## config.mk

```make
export PLATFORM = sky130hd
export DESIGN_NAME = fft_sdf_stage
export DESIGN_NICKNAME = d
export VERILOG_FILES = /design/src/rtl/fft_sdf_stage.sv
export SDC_FILE = /design/constraint.sdc
export NUM_CORES = 2
export LEC_CHECK = 0
export ABC_AREA = 1
export CORE_ASPECT_RATIO = 0.9
export CORE_MARGIN = 2
export CORE_UTILIZATION = 49
export CTS_BUF_LIST = sky130_fd_sc_hd__clkbuf_4
export DETAILED_ROUTE_END_ITERATION = 10
export PLACE_DENSITY = 0.65
export REMOVE_ABC_BUFFERS = 1
export SYNTH_ARGS = -nofsm -noshare
export SYNTH_HDL_FRONTEND = slang
export SYNTH_SLANG_ARGS = --single-unit
```

## constraint.sdc

```tcl
create_clock -name clk -period 10.5 [get_ports clk]
set_clock_uncertainty 0.05 [all_clocks]
set_input_delay 2.1 -clock clk [delete_from_list [all_inputs] [get_ports clk]]
set_output_delay 2.1 -clock clk [all_outputs]
set_load 0.01 [all_outputs]
```

## src/rtl/fft_sdf_stage.sv

```systemverilog
// fft_sdf_stage: one radix-2 decimation-in-frequency stage in single-path
// delay-feedback form. One complex sample enters per advance; cascading
// STAGE = 0..LOG2N-1 builds an N-point pipelined FFT.
module fft_sdf_stage #(
  parameter int W     = 16,
  parameter int LOG2N = 3,
  parameter int STAGE = 1,
  parameter int SCALE = 0
) (
  input  logic                clk,
  input  logic                rst,
  input  logic                in_valid,
  input  logic                in_sop,
  input  logic                flush,
  input  logic signed [W-1:0] in_re,
  input  logic signed [W-1:0] in_im,
  output logic [LOG2N-2:0]    tw_idx,
  input  logic signed [W-1:0] tw_re,
  input  logic signed [W-1:0] tw_im,
  output logic                out_valid,
  output logic                out_sop,
  output logic signed [W-1:0] out_re,
  output logic signed [W-1:0] out_im,
  output logic                ovf,
  output logic                sync_err
);
  localparam int HB = LOG2N-1-STAGE;   // counter bit selecting the butterfly half
  localparam int D  = 1 << HB;         // feedback FIFO depth
  localparam int PW = 2*W+1;           // working width for all arithmetic
  localparam logic [LOG2N-1:0]     D_CNT   = LOG2N'(D);
  localparam logic [LOG2N-1:0]     DM1_CNT = LOG2N'(D-1);
  localparam logic [LOG2N-2:0]     KMASK   = (LOG2N-1)'((1 << HB) - 1);
  localparam logic signed [PW-1:0] ONE     = PW'(1);
  localparam logic signed [PW-1:0] RND     = PW'(1 << (W-3));
  localparam logic signed [PW-1:0] SMAX    = PW'((1 << (W-1)) - 1);
  localparam logic signed [PW-1:0] SMIN    = -SMAX - ONE;

  // Clamp to W bits; MSB of the result flags that clamping happened.
  function automatic logic [W:0] sat_w(input logic signed [PW-1:0] x);
    logic [W:0] r;
    if (x > SMAX)      r = {1'b1, SMAX[W-1:0]};
    else if (x < SMIN) r = {1'b1, SMIN[W-1:0]};
    else               r = {1'b0, x[W-1:0]};
    return r;
  endfunction

  // Butterfly post-processing: halving with round-half-up always fits, so
  // the clamp only ever fires in the unscaled mode.
  function automatic logic [W:0] bfly(input logic signed [PW-1:0] x);
    logic signed [PW-1:0] t;
    t = (SCALE != 0) ? ((x + ONE) >>> 1) : x;
    return sat_w(t);
  endfunction

  logic [LOG2N-1:0]      cnt_q, cnt_e;
  logic                  primed_q, primed_e, sop_ok_q;
  logic [D-1:0][W-1:0]   fre_q, fim_q;
  logic                  out_valid_q, out_sop_q, ovf_q, serr_q;
  logic signed [W-1:0]   out_re_q, out_im_q;
  logic                  adv, resync, h;
  logic signed [W-1:0]   a_re, a_im, b_re, b_im;
  logic signed [PW-1:0]  p_re, p_im;
  logic [W:0]            s_re, s_im, d_re, d_im, m_re, m_im;
  logic signed [W-1:0]   out_re_d, out_im_d, push_re_d, push_im_d;
  logic                  sat_d;

  // A misaligned sop restarts the frame on this very sample.
  assign adv      = in_valid | flush;
  assign resync   = in_valid & in_sop & (cnt_q != '0);
  assign cnt_e    = resync ? '0 : cnt_q;
  assign primed_e = primed_q & ~resync;
  assign h        = cnt_e[HB];
  assign tw_idx   = (cnt_q[LOG2N-2:0] & KMASK) << STAGE;

  assign a_re = fre_q[D-1];
  assign a_im = fim_q[D-1];
  assign b_re = in_valid ? in_re : '0;
  assign b_im = in_valid ? in_im : '0;

  assign s_re = bfly(PW'(a_re) + PW'(b_re));
  assign s_im = bfly(PW'(a_im) + PW'(b_im));
  assign d_re = bfly(PW'(a_re) - PW'(b_re));
  assign d_im = bfly(PW'(a_im) - PW'(b_im));

  assign p_re = PW'(a_re) * PW'(tw_re) - PW'(a_im) * PW'(tw_im);
  assign p_im = PW'(a_re) * PW'(tw_im) + PW'(a_im) * PW'(tw_re);
  assign m_re = sat_w((p_re + RND) >>> (W-2));
  assign m_im = sat_w((p_im + RND) >>> (W-2));

  // Fill/drain half emits the rotated FIFO head and stores the input;
  // butterfly half emits a+b and recirculates a-b.
  always_comb begin
    out_re_d  = m_re[W-1:0];
    out_im_d  = m_im[W-1:0];
    push_re_d = b_re;
    push_im_d = b_im;
    sat_d     = m_re[W] | m_im[W];
    if (h) begin
      out_re_d  = s_re[W-1:0];
      out_im_d  = s_im[W-1:0];
      push_re_d = d_re[W-1:0];
      push_im_d = d_im[W-1:0];
      sat_d     = s_re[W] | s_im[W] | d_re[W] | d_im[W];
    end
  end

  // Frame phase, FIFO shift, registered outputs and sticky flags.
  always_ff @(posedge clk or negedge rst) begin
    if (!rst) begin
      cnt_q       <= '0;
      primed_q    <= 1'b0;
      sop_ok_q    <= 1'b0;
      fre_q       <= '0;
      fim_q       <= '0;
      out_valid_q <= 1'b0;
      out_sop_q   <= 1'b0;
      out_re_q    <= '0;
      out_im_q    <= '0;
      ovf_q       <= 1'b0;
      serr_q      <= 1'b0;
    end else begin
      out_valid_q <= adv & primed_e;
      out_sop_q   <= adv & primed_e & sop_ok_q & (cnt_e == D_CNT);
      if (adv) begin
        cnt_q    <= cnt_e + LOG2N'(1);
        primed_q <= primed_e | (cnt_e == DM1_CNT);
        if (cnt_e == '0) sop_ok_q <= in_valid & in_sop & ~resync;
        for (int i = 1; i < D; i++) begin
          fre_q[i] <= fre_q[i-1];
          fim_q[i] <= fim_q[i-1];
        end
        fre_q[0] <= push_re_d;
        fim_q[0] <= push_im_d;
        if (primed_e) begin
          out_re_q <= out_re_d;
          out_im_q <= out_im_d;
          ovf_q    <= ovf_q | sat_d;
        end
        if (resync) serr_q <= 1'b1;
      end
    end
  end

  assign out_valid = out_valid_q;
  assign out_sop   = out_sop_q;
  assign out_re    = out_re_q;
  assign out_im    = out_im_q;
  assign ovf       = ovf_q;
  assign sync_err  = serr_q;
endmodule

```

[Yosys cells after proc, flatten, opt, wreduce, memory -nomap -nowiden]
Cells that the tools add are included.
Word-level totals
  bits in registers: 105
  output and inout port bits: 38
  word-level logic and storage cells: 80
  input port bits: 69
Operators by class
  multiplexer cells: 20
  order comparisons: 12
  eq/ne operators: 2
  add/sub/neg operators: 9
  reduce and logical (&&, ||, !) cells: 5
  bitwise gates (word level): 15
  multiply operators: 4
Operators with widths (number)
  2-to-1 mux 17 bit: 12
  multiplier 16 x 16 -> 32 bit: 4
  2-to-1 mux 16 bit: 6
  greater-than comparator 17 x 16 -> 1 bit (second input constant): 4
  less-than comparator 17 x 16 -> 1 bit (second input constant): 4
  adder 33 x 15 -> 33 bit (second input constant): 2
  greater-than comparator 19 x 16 -> 1 bit (second input constant): 2
  less-than comparator 19 x 16 -> 1 bit (second input constant): 2
  adder 16 x 16 -> 17 bit: 2
  subtractor 16 x 16 -> 17 bit: 2
  adder 32 x 32 -> 33 bit: 1
  subtractor 32 x 32 -> 33 bit: 1
  bitwise AND 1 bit: 7
  OR 1 bit: 7
  AND reduction 2 bit: 3
  adder 3 x 1 -> 3 bit (second input constant): 1
  equality test 3 x 1 -> 1 bit (second input constant): 1
  equality test 3 x 2 -> 1 bit (second input constant): 1
  logical NOT 3 bit: 1
  2-to-1 mux 3 bit: 1
  nonzero test 3 bit: 1
  2-to-1 mux 1 bit: 1
  inverter 1 bit: 1

[Logic depth before layout (Yosys ltp)]
  depth in word-level cells: 10
  depth in mapped cells: 38
  mapped depth without buffers: 36

[Worst setup path before layout]
No wires, ideal clock.
  path type: input to register
  start: input tw_im[0]
  end: register out_re_q[10], in the netlist out_re[10]
  data required time: 10.332 ns
  library setup time: 0.118 ns
  path slack: 1.507 ns
  stages on the path: 29
  buffers on the path: 2
  arrival time: 8.825 ns
  cell sequence: clkbuf_1 -> nand2_1 -> inv_1 -> fa_1 -> fa_1 -> fa_1 -> inv_1 -> fa_1 -> fa_1 -> fa_1 -> fa_1 -> inv_1 -> fa_1 -> inv_1 -> ha_1 -> nand2_1 -> nor2_2 -> inv_2 -> nor4_1 -> nand2_1 -> nand2_1 -> nand2_1 -> nand2_1 -> nand3_2 -> a21oi_4 -> buf_6 -> nand2_1 -> nand3_1 -> nand2_1
On the way
  word-level cells in the longest chain between the ends: 7
  elaborated cells on any way between the ends: 8
  classes of those cells: add/sub (2); mul (1); order compare (2); mux (3)
RTL lines
  start: declaration: RTL line 19  | input logic signed [W-1:0] tw_im,
  multiplier 16 x 16 -> 32 bit (*): RTL line 85  | assign p_re = PW'(a_re) * PW'(tw_re) - PW'(a_im) * PW'(tw_im);
  subtractor 32 x 32 -> 33 bit (*): RTL line 85
  adder 33 x 15 -> 33 bit (*): RTL line 87  | assign m_re = sat_w((p_re + RND) >>> (W-2));
  less-than comparator 19 x 16 -> 1 bit: RTL line 42  | else if (x < SMIN) r = {1'b1, SMIN[W-1:0]};
  2-to-1 mux 17 bit: RTL line 42
  2-to-1 mux 17 bit (*): RTL line 41  | if (x > SMAX) r = {1'b1, SMAX[W-1:0]};
  2-to-1 mux 16 bit (*): RTL line 98  | if (h) begin
  end signal: assignment: RTL line 135  | out_re_q <= out_re_d;
  end: declaration: RTL line 59  | logic signed [W-1:0] out_re_q, out_im_q;
Mark *: on every way between the ends. The rest lies on a longest branch, timed or not.
A chain may end at the register's enable or synchronous reset.

[Worst setup path after layout]
  start: input tw_re[6]
  end: register out_re_q[1], in the netlist out_re[1]
On the way
  word-level cells in the longest chain between the ends: 7
  elaborated cells on any way between the ends: 8
  classes of those cells: add/sub (2); mul (1); order compare (2); mux (3)
RTL lines
  start: declaration: RTL line 18  | input logic signed [W-1:0] tw_re,
  multiplier 16 x 16 -> 32 bit (*): RTL line 85
  subtractor 32 x 32 -> 33 bit (*): RTL line 85
  adder 33 x 15 -> 33 bit (*): RTL line 87
  less-than comparator 19 x 16 -> 1 bit: RTL line 42
  2-to-1 mux 17 bit: RTL line 42
  2-to-1 mux 17 bit (*): RTL line 41
  2-to-1 mux 16 bit (*): RTL line 98
Marks and branches as above.

==> impl_metrics.csv <==
group,metric,value,unit
cts,cts_tree,"built",
drt,routed.top_layer,"met4",
worst_setup_path,cp.arrival,10.26,ns
cells_and_area,syn_to_final_growth,6.223,%
sta,max_freq,101.9,MHz
yosys,ys_warn_count,0,
worst_setup_path,r2r-start,"a_re[15]$_DFFE_PN0P_",
cells_and_area,final_common_cell,"inv_1",
status,status,"finished clean",
yosys,ys_async_sr_fraction,100.0,%
worst_setup_path,crit_fanout,16,
cells_and_area,multi_input_area,39050,sq um
yosys,synth_area,50350,sq um
yosys,synth-edff-count,0,
sta,period_share,93.45,%
worst_setup_path,critPathBufInv,8,
cts,path_clk_slew,0.21,ns
sta,finalMaxSlewViolations,0,
yosys,yosys_register_bits,105,
cts,cts-hold-fix-buffers,0,
floorplanning,die_x,341.9,um
drt,drtIter0Drc,3355,
cells_and_area,finalNetCount,8060,
worst_setup_path,crit_type,"in -> reg",
sta,slew-limit-headroom,18.46,%
drt,drt_first_pass_iters,6,
worst_setup_path,path_depth,31,
sta,hold_viol_final,0,
worst_setup_path,path_common_cell,"nand2_1",
drt,m1WireLength,66440,um
worst_hold_path,hold_path_class,"reg -> reg",
worst_setup_path,max_stage_delay,0.79,ns
grt,overflow,0,
yosys,synth_top_flop_cell,"dfrtp_1",
place,dp_hpwl,130000,um
worst_setup_path,required,10.95,ns
grt,grt_usage,31.35,%
worst_setup_path,cp_top_family,"adder cells",
cells_and_area,layout_common_cells,"inv_1 (2018), nand2_1 (1631), fa_1 (1177)",
cts,clock_latency,0.57,ns
worst_setup_path,crit_path_top_delay_cell,"clkdlybuf4s50_1",
floorplanning,core,101800,sq um
cts,cts_buffers,9,
cts,post-cts-setup-buffer-count,0,
flow_run,drv_cap,0,
drt,drc,0,
cts,cts_resized,0,
floorplanning,fp.dieArea,105300,sq um
place,place_congestion,0.9693,
floorplanning,rows,111,
cells_and_area,final_layout_size_suffix_gt1_share,3.411,%
place,port_buffers,105,
drt,dr_wl_met2,70340,um
worst_setup_path,end_kind,"flop",
grt,grt_pass1_wl,249600,um
drt,routedWlPerCell,20.15,um
drt,avgViaCountPerCell,5.103,
worst_hold_path,holdCritStartpoint,"fre_q[14]$_DFFE_PN0P_",
yosys,yosysUniqueCellTypes,44,
drt,vias,39850,
drt,wirelength,157400,um
grt,grt_pass1_vias,42360,
grt,grt_max_degree,82,
sta,worst_pin_slew,1.223,ns
floorplanning,pin_count,107,
cts,cts_buffer_depth,2,
worst_setup_path,crit_path_start,"tw_re[6]",
cells_and_area,register_area,2633,sq um
sta,final-setup-viol-count,0,
sta,tns,0,ns
yosys,yosysSeqAreaShare,5.219,%
worst_hold_path,worstHoldPathCells,2,
floorplanning,start_util,49.46,%
worst_setup_path,rr_worst_depth,30,
sta,fin_crit,9.812,ns
cells_and_area,n_fill_cell,9806,
sta,rsz0062_at_grt,"no",
yosys,avgSynthCellArea,7.802,sq um
grt,grt_antenna_before_repair,3,
floorplanning,die_y,308.1,um
cts,cts_htree_levels,3,
drt,postRouteAntennaNets,0,
drt,met3_length,15550,um
yosys,netlist_instances,6453,
worst_setup_path,startpoint_type,"input pin",
cts,root_buffer,"clkbuf_4",
cts,clock_sinks,105,
[Yosys cell counts (4+ instances only)]
library cell,number,area share [%]
nand3_1,122,1.2
a21o_1,7,0.10
xnor2_1,23,0.40
fa_1,1177,47
buf_2,18,0.18
or2_2,21,0.26
nand2_2,6,0.075
ha_1,370,9.2
o21ai_0,206,2.0
a21boi_0,4,0.060
nor2_1,160,1.2
buf_4,5,0.075
xor2_1,70,1.2
o21ai_1,10,0.099
nand2_1,1631,12
o21bai_1,7,0.10
a21oi_1,147,1.5
inv_2,9,0.067
clkbuf_1,241,1.8
nor4_1,7,0.087
inv_1,2018,15
nand4_1,17,0.21
dfrtp_1,105,5.2
nor3_1,31,0.31
a31oi_1,4,0.050
[logic make-up after synthesis]
family          count (synthesis)  synth area share, %
xor+xnor                       93                1.618
other cells                     1             0.007448
simple gates                 2005                15.67
flops                         105                5.219
fa+ha+maj                    1547                55.99
buf+inv                      2298                17.23
compound gates                404                4.259
[metal layers]
layer / vias up / track usage [%]
li1: 18080 / -
met1: 19860 / 44.45
met2: 1660 / 48.95
met3: 247 / 6.521
met4: 0 / 8.288
met5: - / 0
[worst paths after layout]
check / end / slack (ns)
min reg2reg: a_re[14]$_DFFE_PN0P_ / 0.45
min in group asynchronous: out_valid$_DFF_PN0_ / 1.37
min: a_re[14]$_DFFE_PN0P_ / 0.45
max: out_re[1]$_DFFE_PN0P_ / 0.69
max reg2reg: out_re[1]$_DFFE_PN0P_ / 1.87
max in group asynchronous: a_im[12]$_DFFE_PN0P_ / 7.57
[state kept, by name, indices dropped and copies added (netlist names), 3 cells and up]
signal,count
a_im,16
a_re,16
cnt_q,3
fim_q,16
fre_q,16
out_im,16
out_re,16
[worst reg2reg max path: cells and delay by family (launching register included)]
family,cells,cell delay (ns)
AOI/OAI and AO/OA,2,0.61
adders and majority gates,9,4.50
buffers and inverters,7,0.67
DFF,1,1.03
and+or+nand+nor,12,1.71
[layout make-up]
class	count	share of cell area (%)
timing repair buffer	248	4.370
tap	1356	3.172
clock inverter	6	0.1123
multi-input combinational	4050	73.02
inverter	2030	14.25
clock buffer	10	0.1404
antenna	3	0.01404
sequential	105	4.922
[stage by stage]
stage	cell area (sq um)	setup slack, ns	utilization [%]	instances	hold slack (ns)
2_1_floorplan	49290	1.721	-	6185	0.3922
3_3_place_gp	53340	0.1670	52.39	7789	0.3987
3_5_place_dp	53340	0.09721	52.39	7789	0.4086
4_1_cts	53470	0.7316	52.53	7805	0.4521
5_1_grt	53480	0.3035	52.53	7807	0.4751
6_report	53480	0.6876	52.53	7808	0.4493
Power is left out: the tool's default activity adds up to more than one toggle a clock period on the data nets, which glitch-free logic cannot reach.
